`config.mk`:
```
export PLATFORM = sky130hd
export DESIGN_NAME = uart_tx_queue
export DESIGN_NICKNAME = d
export VERILOG_FILES = /design/src/rtl/uart_defs.sv /design/src/rtl/uart_txq_mem.sv /design/src/rtl/uart_tx_queue.sv
export SDC_FILE = /design/constraint.sdc
export NUM_CORES = 1
export LEC_CHECK = 0
export BUFFER_PORTS_ARGS = -buffer_cell sky130_fd_sc_hd__buf_2
export CORE_ASPECT_RATIO = 0.6
export CORE_UTILIZATION = 40
export CTS_CLUSTER_DIAMETER = 120
export CTS_CLUSTER_SIZE = 30
export DETAILED_ROUTE_END_ITERATION = 7
export HOLD_SLACK_MARGIN = 0.08
export PLACE_DENSITY = 0.64
export SYNTH_ARGS = -nofsm -noshare
export SYNTH_HDL_FRONTEND = slang
export SYNTH_SLANG_ARGS = --single-unit
```
`constraint.sdc`:
```
create_clock -name clk -period 6.05 [get_ports clk]
set_clock_uncertainty 0.15 [all_clocks]
set_input_delay 0.3025 -clock clk [delete_from_list [all_inputs] [get_ports clk]]
set_output_delay 0.3025 -clock clk [all_outputs]
set_load 0.01 [all_outputs]
```
`src/rtl/uart_defs.sv`:
```
// Shared UART definitions: TX queue FSM states, default sizing and register map entry.
package uart_defs;

  localparam int UART_DATA_SIZE     = 8;
  localparam int UART_TXQ_DEPTH     = 8;
  localparam int UART_TXQ_GUARD_CYC = 4;

  // TX level register: count_o readback and watermark_i setting
  localparam logic [7:0] UART_TXLVL_R = 8'h1C;

  typedef enum logic [1:0] {
    IDLE      = 2'd0,
    ISSUE     = 2'd1,
    WAIT_BUSY = 2'd2,
    WAIT_IDLE = 2'd3
  } type_uart_txq_state_e;

endpackage

```
`src/rtl/uart_txq_mem.sv`:
```
// TX queue storage: synchronous write, asynchronous read, cleared by reset.
module uart_txq_mem
  import uart_defs::*;
#(
  parameter int  DEPTH  = UART_TXQ_DEPTH,
  parameter int  DATA_W = UART_DATA_SIZE,
  localparam int AW     = $clog2(DEPTH)
) (
  input  logic              clk,
  input  logic              rst_n,
  input  logic              we_i,
  input  logic [AW-1:0]     waddr_i,
  input  logic [DATA_W-1:0] wdata_i,
  input  logic [AW-1:0]     raddr_i,
  output logic [DATA_W-1:0] rdata_o
);

  logic [DATA_W-1:0] mem_q [DEPTH];
  logic [DATA_W-1:0] mem_d [DEPTH];

  always_comb begin
    mem_d = mem_q;
    if (we_i) mem_d[waddr_i] = wdata_i;
  end

  always_ff @(posedge clk or negedge rst_n) begin
    if (!rst_n) mem_q <= '{default: '0};
    else        mem_q <= mem_d;
  end

  assign rdata_o = mem_q[raddr_i];

endmodule

```
`src/rtl/uart_tx_queue.sv`:
```
// TX byte queue between the register file and uart_tx, issuing one-cycle valid pulses.
// Low-watermark interrupt is built only when UART_TX_QUEUE_WATERMARK_EN is defined.
//
// state     | meaning
// IDLE      | waiting for a queued byte and an idle serializer
// ISSUE     | tx_valid_o high, head byte popped
// WAIT_BUSY | waiting for serializer ready to fall, bounded by the guard timer
// WAIT_IDLE | serializer busy on a frame, waiting for ready to return
module uart_tx_queue
  import uart_defs::*;
#(
  parameter int  DEPTH     = UART_TXQ_DEPTH,
  parameter int  DATA_W    = UART_DATA_SIZE,
  parameter int  GUARD_CYC = UART_TXQ_GUARD_CYC,
  localparam int CW        = $clog2(DEPTH + 1)
) (
  input  logic              clk,
  input  logic              rst_n,
  input  logic              wr_valid_i,
  input  logic [DATA_W-1:0] wr_data_i,
  output logic              wr_ready_o,
  input  logic              flush_i,
  output logic              tx_valid_o,
  output logic [DATA_W-1:0] tx_data_o,
  input  logic              tx_ready_i,
  output logic [CW-1:0]     count_o,
  output logic              empty_o,
  output logic              full_o,
  output logic              overflow_o,
  input  logic              overflow_clr_i,
  input  logic [CW-1:0]     watermark_i,
  output logic              wm_irq_o
);

  localparam int AW = $clog2(DEPTH);
  localparam int GW = $clog2(GUARD_CYC + 1);

  type_uart_txq_state_e state_q, state_d;
  logic [AW-1:0] rd_ptr_q, rd_ptr_d;
  logic [AW-1:0] wr_ptr_q, wr_ptr_d;
  logic [CW-1:0] count_q, count_d;
  logic [GW-1:0] guard_q, guard_d;
  logic          ovf_q, ovf_d;
  logic          full, empty, push, pop;

  assign full  = (count_q == CW'(DEPTH));
  assign empty = (count_q == '0);
  // full is the pre-pop occupancy, so a push against a same-cycle pop is still refused
  assign push  = wr_valid_i & ~full & ~flush_i;
  assign pop   = (state_q == ISSUE) & ~flush_i;

  uart_txq_mem #(
    .DEPTH  (DEPTH),
    .DATA_W (DATA_W)
  ) u_mem (
    .clk     (clk),
    .rst_n   (rst_n),
    .we_i    (push),
    .waddr_i (wr_ptr_q),
    .wdata_i (wr_data_i),
    .raddr_i (rd_ptr_q),
    .rdata_o (tx_data_o)
  );

  always_comb begin
    rd_ptr_d = rd_ptr_q;
    wr_ptr_d = wr_ptr_q;
    count_d  = count_q;
    if (flush_i) begin
      rd_ptr_d = '0;
      wr_ptr_d = '0;
      count_d  = '0;
    end else begin
      if (push) wr_ptr_d = wr_ptr_q + AW'(1);
      if (pop)  rd_ptr_d = rd_ptr_q + AW'(1);
      count_d = count_q + CW'(push) - CW'(pop);
    end
  end

  always_comb begin
    ovf_d = ovf_q;
    if (overflow_clr_i)   ovf_d = 1'b0;
    if (wr_valid_i & full) ovf_d = 1'b1;
  end

  always_comb begin
    state_d = state_q;
    guard_d = guard_q;
    case (state_q)
      IDLE: begin
        // a flush in this cycle empties the queue, so do not issue a stale head
        if (~empty & tx_ready_i & ~flush_i) state_d = ISSUE;
      end
      ISSUE: begin
        state_d = WAIT_BUSY;
        guard_d = GW'(GUARD_CYC - 1);
      end
      WAIT_BUSY: begin
        if (~tx_ready_i)          state_d = WAIT_IDLE;
        else if (guard_q == '0)   state_d = IDLE;
        else                      guard_d = guard_q - GW'(1);
      end
      WAIT_IDLE: begin
        if (tx_ready_i) state_d = IDLE;
      end
      default: state_d = IDLE;
    endcase
  end

  always_ff @(posedge clk or negedge rst_n) begin
    if (!rst_n) begin
      state_q  <= IDLE;
      rd_ptr_q <= '0;
      wr_ptr_q <= '0;
      count_q  <= '0;
      guard_q  <= '0;
      ovf_q    <= 1'b0;
    end else begin
      state_q  <= state_d;
      rd_ptr_q <= rd_ptr_d;
      wr_ptr_q <= wr_ptr_d;
      count_q  <= count_d;
      guard_q  <= guard_d;
      ovf_q    <= ovf_d;
    end
  end

  assign tx_valid_o = (state_q == ISSUE);
  assign wr_ready_o = ~full;
  assign full_o     = full;
  assign empty_o    = empty;
  assign count_o    = count_q;
  assign overflow_o = ovf_q;

`ifdef UART_TX_QUEUE_WATERMARK_EN
  logic wm_q, wm_d;

  assign wm_d = (count_q <= watermark_i);

  always_ff @(posedge clk or negedge rst_n) begin
    if (!rst_n) wm_q <= 1'b0;
    else        wm_q <= wm_d;
  end

  assign wm_irq_o = wm_q;
`else
  logic wm_unused;

  assign wm_unused = ^watermark_i;
  assign wm_irq_o  = 1'b0;
`endif

endmodule
```
Word level (Yosys, flattened, before mapping) --
Index checks and enable logic that the tools add are counted.
Cells by class: add/sub/neg operators 5, $lt $le $gt $ge 3, equality and inequality tests 9, muxes and demuxes 21, bitwise operators 11, reductions and logical operators 10
Operators with widths (count):
- $bwmux W64 | 1
- $bmux W8 S3 | 1
- $demux W8 S3 | 1
- $mux W8 | 3
- $mux W3 | 6
- $ge A4 B4 Y1 const B | 2
- $mux W2 | 4
- $ne A2 B2 Y1 const B | 4
- $not A3 Y4 | 2
- $pmux W2 S4 | 1
- $reduce_bool A2 Y1 | 4
- $add A3 B1 Y3 const B | 2
- $and A1 B1 Y1 | 6
- $pmux W3 S2 | 1
- $reduce_and A3 Y1 | 2
- $add A4 B1 Y4 | 1
- $eq A2 B2 Y1 const B | 2
- $eq A4 B4 Y1 const B | 1
- $logic_not A4 Y1 | 1
- $lt A4 B1 Y1 const B | 1
- $mux W4 | 1
- $sub A4 B1 Y4 | 1
- $logic_not A3 Y1 | 1
- $ne A3 B3 Y1 const B | 1
- other kinds (6) | 9
Word-level totals: flip-flop bits (word level) 80, input bits 18, output and inout port bits 18

Logic depth before layout (Yosys ltp) --
Gate-level depths: netlist of the first run.
word-level depth 7, gate-level depth with buffers 13, depth with buffers taken out 12

By module --
From an unflattened synthesis of the first run, not the netlist that was laid out.
Unflattened totals: cells, all modules 276, area total of the unflattened synthesis 4017.6 um^2
Modules (own cells, without submodules):
- uart_txq_mem | instances 1, cells each 172, area each 2992.9 um^2
- uart_tx_queue | instances 1, cells each 104, area each 1024.7 um^2

Worst setup path before layout of the first run --
Ideal clock, no wire load.
path kind reg-to-reg, from register count_q[2], in the netlist count_o[2], to register count_q[2], in the netlist count_o[2], setup time 131 ps, data arrival time 2351 ps, setup slack 3417 ps, cell stages (with the launch flop) 13, path buffers 1, period minus slack after synthesis 2633 ps, cells stage by stage dfrtp_1 inv_1 ha_1 or3b_1 buf_6 nand2_1 or2_2 ha_1 inv_1 ha_1 fa_1 xnor2_1 nor2_1
Between the ends: longest elaborated chain between the ends 7
Ends and longest elaborated chain:
- from (decl) | RTL line uart_tx_queue.sv:41 | logic [CW-1:0] count_q, count_d;
- from (signal assigned) | RTL line uart_tx_queue.sv:122 | count_q <= count_d;
- $eq A4 B4 Y1 | RTL line uart_tx_queue.sv:46 | assign full = (count_q == CW'(DEPTH));
- $not A1 Y1
- via wr_ready_o | RTL line uart_tx_queue.sv:21 | output logic wr_ready_o,
- $and A1 B1 Y1 (2 in series) | RTL line uart_tx_queue.sv:49 | assign push = wr_valid_i & ~full & ~flush_i;
- $add A4 B1 Y4 | RTL line uart_tx_queue.sv:76 | count_d = count_q + CW'(push) - CW'(pop);
- $sub A4 B1 Y4 | RTL line uart_tx_queue.sv:76
- $mux W4 | RTL line uart_tx_queue.sv:69 | if (flush_i) begin
- via count_d[2] | RTL line uart_tx_queue.sv:41
The timed path passes the listed nets, and every way through them passes these cells. A chain may end at the register's enable or synchronous reset.

Worst setup path in the final report of the first run --
from register count_q[2], in the netlist count_o[2], to register count_q[2], in the netlist count_o[2]
Between the ends: longest elaborated chain between the ends 7
Ends and longest elaborated chain (RTL line):
- $eq A4 B4 Y1 | uart_tx_queue.sv:46
- $not A1 Y1 | uart_tx_queue.sv:49
- $and A1 B1 Y1 (2 in series) | uart_tx_queue.sv:49
- $add A4 B1 Y4 (*) | uart_tx_queue.sv:76
- $sub A4 B1 Y4 (*) | uart_tx_queue.sv:76
- $mux W4 (*) | uart_tx_queue.sv:69
- via count_d[2] | uart_tx_queue.sv:41
Mark *: on every way through the listed nets, which the timed path passes. The rest lies on a longest branch.

==> metrics.txt, run 1 <==
crit path capture type=flip-flop; final period utilization=a little under half; worst hold path class=in -> reg; critical path's largest stage delay=0.39 ns; unrepaired setup endpoints after global routing=no; TritonCTS Sinks=80; PortBufs=30; DRC Markers=0; H-tree Lvls=3; via/cell ratio=5.10; gr usage total=16.8%; Worst Slack Setup Final=3.20 ns; Worst path most repeated cell=ha_1; Post-synth EDFFs=0; Switching Share=between 30% and 40%; peak supply drop=a little under 200 uV; slowest cell on the critical path=or3b_1; DP Area=~4200 sq um; CTS Root Cell=clkbuf_16; Yosys Warn Count=0; Clk Latency, worst-skew pair=0.33 ns; Post-synth ARST share=between 90% and 100%; share of layout cells above drive strength 1=a little under half; critical path's top delay family=adder cells; total CTS buffers=9; largest net degree at the start of global routing=between 80 and 90; Ports=36; Die Area=roughly 10000 sq um; initial antenna violation count=0; clock buffer depth=2; DR WL/cell=16.9 microns; Max FO, Critical Path=6; first-pass GRT wire length=12.7 mm; Comb power frac=approximately a third; worst slew pin tran=0.995 ns; worst-path cell chain=inv_1 -> ha_1 -> or3b_1 -> nand2_1 -> or2_2 -> ha_1 -> inv_1 -> ha_1 -> fa_1 -> xnor2_1 -> nor2_1; Data required, critical path=between 6 and 7 ns; Seq pwr share=between 40 and 50%; Die Y=79.3 microns; Int Power=approximately 1.4 mW; Worst setup SP type=flip-flop; Synth Flop Type=dfrtp_1; Initial DRC Count=103; WP buf/inv=2; status=completed; final setup TNS=0 ns; Critical Path AT=2.90 ns; Post-Place Cells=~420; Final Max Slew Viols=0; Worst-path clk slew=approximately 0.050 ns; pwr/cell area=~430 nW/um^2; vias in the first global route=between 2000 and 2500; GPL Wtd Cong=between 0.7 and 0.8; Finished Layout Cells=440; CTS tree=built; Overflow after GRT=0; Mapped Nets=between 300 and 400; P&R area growth vs syn=13.7%; Final HPWL DP=around 5.0 mm; remaining antenna violation count=0; P_leak=about 2.1 nW; ANT cells=0; Synth Register Bits=80; Mean Syn Cell Area=14.6 sq um; Die X=~130 microns; Pre-antenna DRT Iters=4; WHS=0.154 ns; clock power share=about a quarter; row count=27; fin util=just under 50%; Slew HR=33.6%; Seq/Total Area, Yosys=between 50% and 60%; via count=2246; NetSw=594 uW; core area=~9400 sq um; dpl ws=3.21 ns; Max-cap violations=0; Final Hold Violating Endpoints=0; mapped cell area=between 3000 and 4000 sq um; fin area=between 4000 and 5000 sq um; min cycle time layout=approximately 2.8 ns; starting density of the core=between 40% and 50%; final WL=7.45 mm; WS Path Type=reg -> reg; fmax=0.351 GHz; # setup viols final=0; synth unique cells=between 40 and 50; Total Nets Final=340; Power Total=around 2.0 mW; Mapped Cells=~270
[logic make-up after synthesis]
kind of cell,count (synthesis),synth area share [%]
AO/OA/AOI/OAI,13,2.13
XOR/XNOR,6,1.32
adder cells (fa/ha/maj),16,5.21
buffers and inverters,24,2.95
flip-flops,80,50.2
multiplexers,90,30.7
other,1,0.0940
AND/OR/NAND/NOR,43,7.44
[sequential cells by signal, indices dropped and copies added (netlist names)]
name / flops
count_o: 4
guard_q: 3
overflow_o: 1
rd_ptr_q: 3
state_q: 2
u_mem.mem_q: 64
wr_ptr_q: 3
[repair_timing]
item / CTS / global route
buffers inserted: 0 / 0
hold buffers: 2 / 0
gates resized for setup: 0 / 0
endpoints found under the hold margin: 81 / 0
[synthesized netlist by cell type, types with 2 or more instances]
master | number | share of area, %
buf_6 | 2 | 0.56
nand3b_2 | 2 | 0.56
nor2b_1 | 3 | 0.47
o21ai_0 | 3 | 0.38
mux4_2 | 16 | 9.0
xor2_1 | 3 | 0.66
dfrtp_1 | 80 | 50
and3_1 | 2 | 0.31
nand2_1 | 8 | 0.75
mux2_2 | 65 | 18
nand3_1 | 3 | 0.38
ha_1 | 15 | 4.7
clkbuf_1 | 4 | 0.38
buf_2 | 3 | 0.38
mux2_4 | 8 | 3.0
a21oi_1 | 3 | 0.38
inv_1 | 12 | 1.1
nand2b_1 | 5 | 0.78
xnor2_1 | 3 | 0.66
nor2_1 | 9 | 0.85
[worst paths after layout]
kind	from	to	slack [ns]	cells past startpoint
worst max-delay path	count_o[2]	count_o[2]	3.20	11
worst min-delay path	wr_valid_i	overflow_o	0.15	3
worst max register to register	count_o[2]	count_o[2]	3.20	11
worst min register to register	u_mem.mem_q[1]	u_mem.mem_q[1]	0.35	1
max in group asynchronous	rst_n	u_mem.mem_q[22]	4.58	2
min in group asynchronous	rst_n	wr_ptr_q[0]	0.53	2
[power groups by stage]
stage	combinational [mW]	clock, mW	sequential (mW)
6_report	0.677	0.489	0.786
5_1_grt	0.758	0.527	0.809
4_1_cts	0.690	0.503	0.787
3_5_place_dp	0.687	0	0.796
3_3_place_gp	0.670	0	0.789
2_1_floorplan	0.537	0	0.750
[cell usage in the layout (no fill, tap or decap), types with 2 or more instances in the layout]
master / count
buf_2: 29
clkbuf_8: 2
nand2_1: 8
xnor2_1: 3
a21oi_1: 3
clkbuf_1: 4
nor2b_1: 3
xor2_1: 3
inv_1: 12
and3_1: 2
clkbuf_16: 9
mux2_4: 8
mux4_2: 16
nand2b_1: 5
nand3_1: 3
o21ai_0: 3
buf_4: 2
mux2_2: 65
nand3b_2: 2
nor2_1: 9
dfrtp_1: 80
dlygate4sd3_1: 2
ha_1: 15
[metal layers]
| metal | up-vias | GRT usage [%] | routed length, microns |
|---|---|---|---|
| met4 | 0 | 5.17 | 64 |
| li1 | 1057 | - | - |
| met3 | 7 | 5.46 | 262 |
| met1 | 1148 | 24.0 | 3880 |
| met5 | - | 0 | 0 |
| met2 | 34 | 24.0 | 3250 |
[worst min-delay path: cells and delay by family]
family,cells,cell delay (ns)
buffers and inverters,1,0.16
AO/OA/AOI/OAI,1,0.07
AND/OR/NAND/NOR,1,0.06
[layout make-up]
class                           count  area, sq um
Clock buffer                       15          268
Fill cell                         816         4890
Inverter                           13         53.8
Multi-Input combinational cell    169         1870
Sequential cell                    80         2000
Tap cell                          130          163
Timing Repair Buffer               33          180
Power figures use the tool's default switching activity.
==> run 2: changes to the inputs <==
==> constraint.sdc (replaced) <==
create_clock -name clk -period 2.7 [get_ports clk]
set_clock_uncertainty 0.15 [all_clocks]
set_input_delay 0.135 -clock clk [delete_from_list [all_inputs] [get_ports clk]]
set_output_delay 0.135 -clock clk [all_outputs]
set_load 0.01 [all_outputs]
==> metrics.txt, run 2 (same netlist as run 1, synthesis figures left out) <==
DR WL/cell=16.9 microns; Total Nets Final=363; fmax=just under 0.4 GHz; met1 Track Usage GR=24.6%; Slew HR=slightly above 60%; met2 Use GR=24.9%; Pre-antenna DRT Iters=4; Worst Slack Setup Final=0.178 ns; critical path's largest stage delay=approximately 0.38 ns; via count=~2300; Finished Layout Cells=464; Ports=36; Max FO, Critical Path=3; share of layout cells above drive strength 1=roughly 48%; worst slew pin tran=0.590 ns; core area=9430 sq um; Max-cap violations=0; P_leak=about 2.2 nW; gr usage total=17.2%; R2R setup slack=0.18 ns; busiest grt layer=met2; highest-count cells in the layout ignoring fill and taps=dfrtp_1, mux2_2, buf_2, mux4_2, ha_1; largest net degree at the start of global routing=36; GPL Wtd Cong=about 0.8; pwr/cell area=between 900 and 1000 nW/um^2; unrepaired setup endpoints after global routing=no; max FFs per register=64; final period utilization=just over 90%; first-pass GRT wire length=around 13 mm; area of the multi-input gates=1870 sq um; remaining antenna violation count=0; WS Path Type=reg -> reg; H-tree Lvls=3; Clk Latency, worst-skew pair=around 0.34 ns; peak supply drop=~370 uV; total CTS buffers=9; fill count=just over 800; via/cell ratio=roughly 5.0; fin util=between 50% and 60%; Die X=~130 microns; critical path's top delay family=adder cells; min cycle time layout=between 2 and 3 ns; ANT cells=0; Worst path most repeated cell=ha_1; Die Area=between 10000 and 15000 sq um; Final Hold Violating Endpoints=0; Final Max Slew Viols=0; crit path capture type=flip-flop; worst hold path class=in -> async; Data required, critical path=2.78 ns; Largest Register=u_mem.mem_q; Final HPWL DP=about 5.2 mm; worst-path cell chain=inv_1 -> ha_1 -> or3b_1 -> nand2_1 -> or2_2 -> ha_1 -> inv_1 -> ha_1 -> fa_1 -> xnor2_1 -> nor2_1; Worst-path clk slew=~0.06 ns; slowest cell on the critical path=fa_1; Die Y=slightly below 80 microns; starting density of the core=a little over two fifths; CTS Root Cell=clkbuf_16; area occupied by registers=approximately 2000 sq um; vias in the first global route=approximately 2400; TritonCTS Sinks=80; clock buffer depth=2; row count=27; Overflow after GRT=0; P&R area growth vs syn=19.8%; GR Util met3=about 5.3%; CTS tree=built; DRC Markers=0; Initial DRC Count=130; Critical Path AT=roughly 2.6 ns; most common cell after layout, fill and taps aside=dfrtp_1; final WL=7.83 mm; Post-Place Cells=434; Worst setup SP type=flip-flop; PortBufs=30; WP buf/inv=2; # setup viols final=0; initial antenna violation count=0; dpl ws=about 0.19 ns; final setup TNS=0 ns; status=completed
run 2: cell types whose count changed in the layout (fill, tap and decap cells not counted):
cell | previous run | this run
dlygate4sd3_1 | 2 | 14
a21oi_1 | 3 | 2
clkinvlp_4 | 0 | 1
buf_4 | 2 | 13
a21oi_2 | 0 | 1
clkbuf_1 | 4 | 1
clkbuf_8 | 2 | 5
run 2: layout make-up:
class / instances / share of cell area (%)
Tap cell: 130 / 3.40
Clock buffer: 15 / 6.23
Multi-Input combinational cell: 169 / 39.2
Clock inverter: 1 / 0.157
Sequential cell: 80 / 41.9
Timing Repair Buffer: 56 / 8.01
Inverter: 13 / 1.13
run 2: stage by stage:
step	total power, mW	area [sq um]	hold WS, ns
floorplan	2.88	3990	-0.311
global placement	3.30	4330	-0.0358
detailed placement	3.34	4330	-0.0302
CTS	4.59	4770	0.159
global route	4.87	4780	0.187
finish	4.55	4780	0.148
run 2: repair_timing:
item	CTS	global route
buffers inserted	0	0
hold buffers	14	0
endpoints found under the hold margin	105	0
gates resized for setup	0	1
endpoints found under the setup margin	0	1
run 2: where the power goes:
part           internal [mW]  total [mW]  switching (mW)
Combinational          0.905        1.63           0.726
Sequential              1.52        1.71           0.194
Clock                  0.749        1.20           0.452
run 2: worst reg2reg max path, delay by kind of cell, from the launching register on:
| kind | cells | cell delay [ns] |
|---|---|---|
| xor gates and xnor gates | 1 | 0.16 |
| adders and majority gates | 4 | 1.04 |
| buffers and inverters | 2 | 0.12 |
| DFF | 1 | 0.35 |
| and+or+nand+nor | 4 | 0.60 |
run 2: worst paths after layout:
check | to | cells past startpoint | startpoint
max in group asynchronous | u_mem.mem_q[41] | 3 | rst_n
worst min register to register | u_mem.mem_q[44] | 1 | u_mem.mem_q[44]
worst max register to register | count_o[2] | 11 | count_o[2]
worst max-delay path | count_o[2] | 11 | count_o[2]
worst min-delay path | overflow_o | 2 | rst_n
min in group clk | u_mem.mem_q[44] | 1 | u_mem.mem_q[44]
run 2: routing by layer:
| layer | vias to the layer above | share of wire (%) |
|---|---|---|
| met5 | - | 0 |
| met4 | 0 | 1.0 |
| met3 | 7 | 3.8 |
| met2 | 29 | 43 |
| met1 | 1190 | 52 |
| li1 | 1094 | - |
==> run 3: changes to the inputs <==
--- a/config.mk
+++ b/config.mk
@@ -5,6 +5,7 @@
 export SDC_FILE = /design/constraint.sdc
 export NUM_CORES = 1
 export LEC_CHECK = 0
+export ABC_AREA = 1
 export BUFFER_PORTS_ARGS = -buffer_cell sky130_fd_sc_hd__buf_2
 export CORE_ASPECT_RATIO = 0.6
 export CORE_UTILIZATION = 40
==> metrics.txt, run 3 <==
Clk Latency, worst-skew pair=approximately 0.34 ns; DRC Markers=4; Die Y=83.7 microns; top cell type's share of synthesized area=between 40 and 50%; Mean Syn Cell Area=~7.7 sq um; Die Area=between 10000 and 15000 sq um; slowest cell on the critical path=fa_1; pwr/cell area=roughly 1000 nW/um^2; via count=4073; Mapped Nets=approximately 600; Die X=138 microns; ANT cells=0; Yosys Warn Count=0; unrepaired setup endpoints after global routing=no; mapped cell area=around 4500 sq um; synth unique cells=28; most common cell after layout, fill and taps aside=nand2_1; Hold Path Sink=overflow_o; worst slew pin tran=between 0.6 and 0.7 ns; failing checks=DRC; Post-Place Cells=720; remaining antenna violation count=0; final period utilization=88.7%; Max-cap violations=0; Synth area leader=dfrtp_1; critical path's largest stage delay=around 0.38 ns; main area contributors after synthesis=dfrtp_1, nand2_1, nand4_1, ha_1, nor2_1; GPL Wtd Cong=a little over 0.8; Int Power=around 3 mW; Data required, critical path=roughly 2.8 ns; highest-count cells in the layout ignoring fill and taps=nand2_1, dfrtp_1, nor2_1, nand4_1, buf_2; R2R setup slack=between 0.3 and 0.4 ns; crit path capture type=flip-flop; largest net degree at the start of global routing=61; worst reg2reg startpoint=count_o[2]; Worst Hold Launch=wr_valid_i; peak supply drop=~500 uV; clock power share=about a quarter; Final Hold Violating Endpoints=0; Synth Register Bits=80; fin area=between 5000 and 6000 sq um; Crit path depth=12; Post-synth EDFFs=0; Largest Register=u_mem.mem_q; TritonCTS Sinks=80; WS Path Type=reg -> reg; gr usage total=a little under a quarter; Overflow after GRT=0; DP Area=approximately 4700 sq um; clock buffer depth=2; worst-path cell chain=inv_1 -> ha_1 -> nand2_1 -> nand2_1 -> nor2_4 -> inv_1 -> ha_1 -> inv_1 -> ha_1 -> fa_1 -> xnor2_1 -> nor2_1; P_leak=2.71 nW; count leader, synth=nand2_1; Cells on Worst Hold Path=3; worst hold path class=in -> reg; most frequent cells after synthesis=nand2_1, dfrtp_1, nand4_1, nor2_1, inv_1; fmax=~0.42 GHz; post-cts resize count=0; Post-synth ARST share=100%; share of layout cells above drive strength 1=~13%; Final Max Slew Viols=0; total CTS buffers=9; vias in the first global route=3751; Switching Share=41.3%; Total Nets Final=approximately 640; CTS tree=built; starting density of the core=41.6%; via/cell ratio=about 5.4; Max FO, Critical Path=3; Slew HR=54.0%; Final HPWL DP=approximately 8.5 mm; max FFs per register=64; Worst setup SP type=flip-flop; row count=29; Comb power frac=roughly two fifths; min cycle time layout=approximately 2.4 ns; initial antenna violation count=0; core area=around 11000 sq um; Seq pwr share=34.7%; NetSw=2.11 mW; worst reg2reg endpoint=count_o[2]; DR WL/cell=around 17 microns; # setup viols final=0; PortBufs=30; CTS Root Cell=clkbuf_16; Finished Layout Cells=748; Worst-path clk slew=~0.060 ns; critical path's top delay family=adder cells; final setup TNS=0 ns; Pre-antenna DRT Iters=7; P&R area growth vs syn=14.2%; worst r2r path cells=12; Seq/Total Area, Yosys=between 40% and 50%; WP buf/inv=3; Critical Path AT=2.48 ns; Ports=36; final WL=approximately 13 mm; Initial DRC Count=approximately 640; Mapped Cells=between 500 and 600; status=finished, violations left; Synth Flop Type=dfrtp_1; first-pass GRT wire length=roughly 21 mm; H-tree Lvls=3
==> run 3: power by group through the flow <==
stage	Combinational, mW	Clock, mW	Sequential (mW)
after floorplan	1.43	0	1.73
after global placement	1.99	0	1.77
after detailed placement	2.04	0	1.78
after CTS	2.07	1.27	1.76
after global routing	2.34	1.31	1.81
final	2.09	1.25	1.77
==> run 3: kinds of logic after synthesis <==
kind of cell,share of synthesized area [%]
buffers and inverters,7.08
DFF,45.0
other,0.0842
adders and majority gates,4.67
and+or+nand+nor,37.4
xor gates and xnor gates,0.394
AOI/OAI and AO/OA,5.40
==> run 3: worst register-to-register path: stages (launching register included) <==
cell and delay, ns:
dfrtp_1 0.34, inv_1 0.07, ha_1 0.24, nand2_1 0.11, nand2_1 0.11, nor2_4 0.10, inv_1 0.05, ha_1 0.27
inv_1 0.04, ha_1 0.20, fa_1 0.38, xnor2_1 0.16, nor2_1 0.05
==> run 3: how the worst max path moves through the flow <==
| stage | from | endpoint | slack, ns |
|---|---|---|---|
| floorplan | count_o[2] | count_o[2] | 0.12 |
| global placement | count_o[2] | count_o[2] | 0.37 |
| detailed placement | count_o[2] | count_o[2] | 0.31 |
| CTS | count_o[2] | count_o[2] | 0.28 |
| global route | count_o[2] | count_o[2] | 0.13 |
| finish | count_o[2] | count_o[2] | 0.30 |
==> run 3: layout make-up <==
cell class / count / area [sq um]
fill: 1021 / 5620
multi-input combinational: 431 / 2140
sequential: 80 / 2000
timing repair buffer: 50 / 345
clock buffer: 13 / 260
tap: 139 / 174
inverter: 32 / 123
clock inverter: 3 / 40.0
==> run 3: routing by layer <==
layer | wire [microns] | vias up | global-route usage (%) | share of wire, %
met5 | 0 | - | 0 | 0
met4 | 149 | 0 | 6.74 | 1.2
met2 | 5270 | 190 | 32.9 | 41
li1 | - | 1923 | - | -
met1 | 6300 | 1945 | 35.9 | 49
met3 | 1050 | 15 | 5.16 | 8.2
==> run 3: timing repair <==
action,CTS,global route
buffers inserted,0,0
endpoints found under the hold margin,115,0
hold buffers,12,0
==> run 3: stage by stage <==
step / total power [mW] / hold WS, ns / util, % / setup WS (ns)
after detailed placement: 3.83 / 0.0486 / 43.6 / 0.307
after CTS: 5.10 / 0.0880 / 47.5 / 0.285
after global placement: 3.76 / 0.0407 / 43.6 / 0.368
final: 5.10 / 0.0886 / 47.5 / 0.304
after floorplan: 3.15 / -0.311 / - / 0.124
after global routing: 5.46 / 0.109 / 47.5 / 0.125
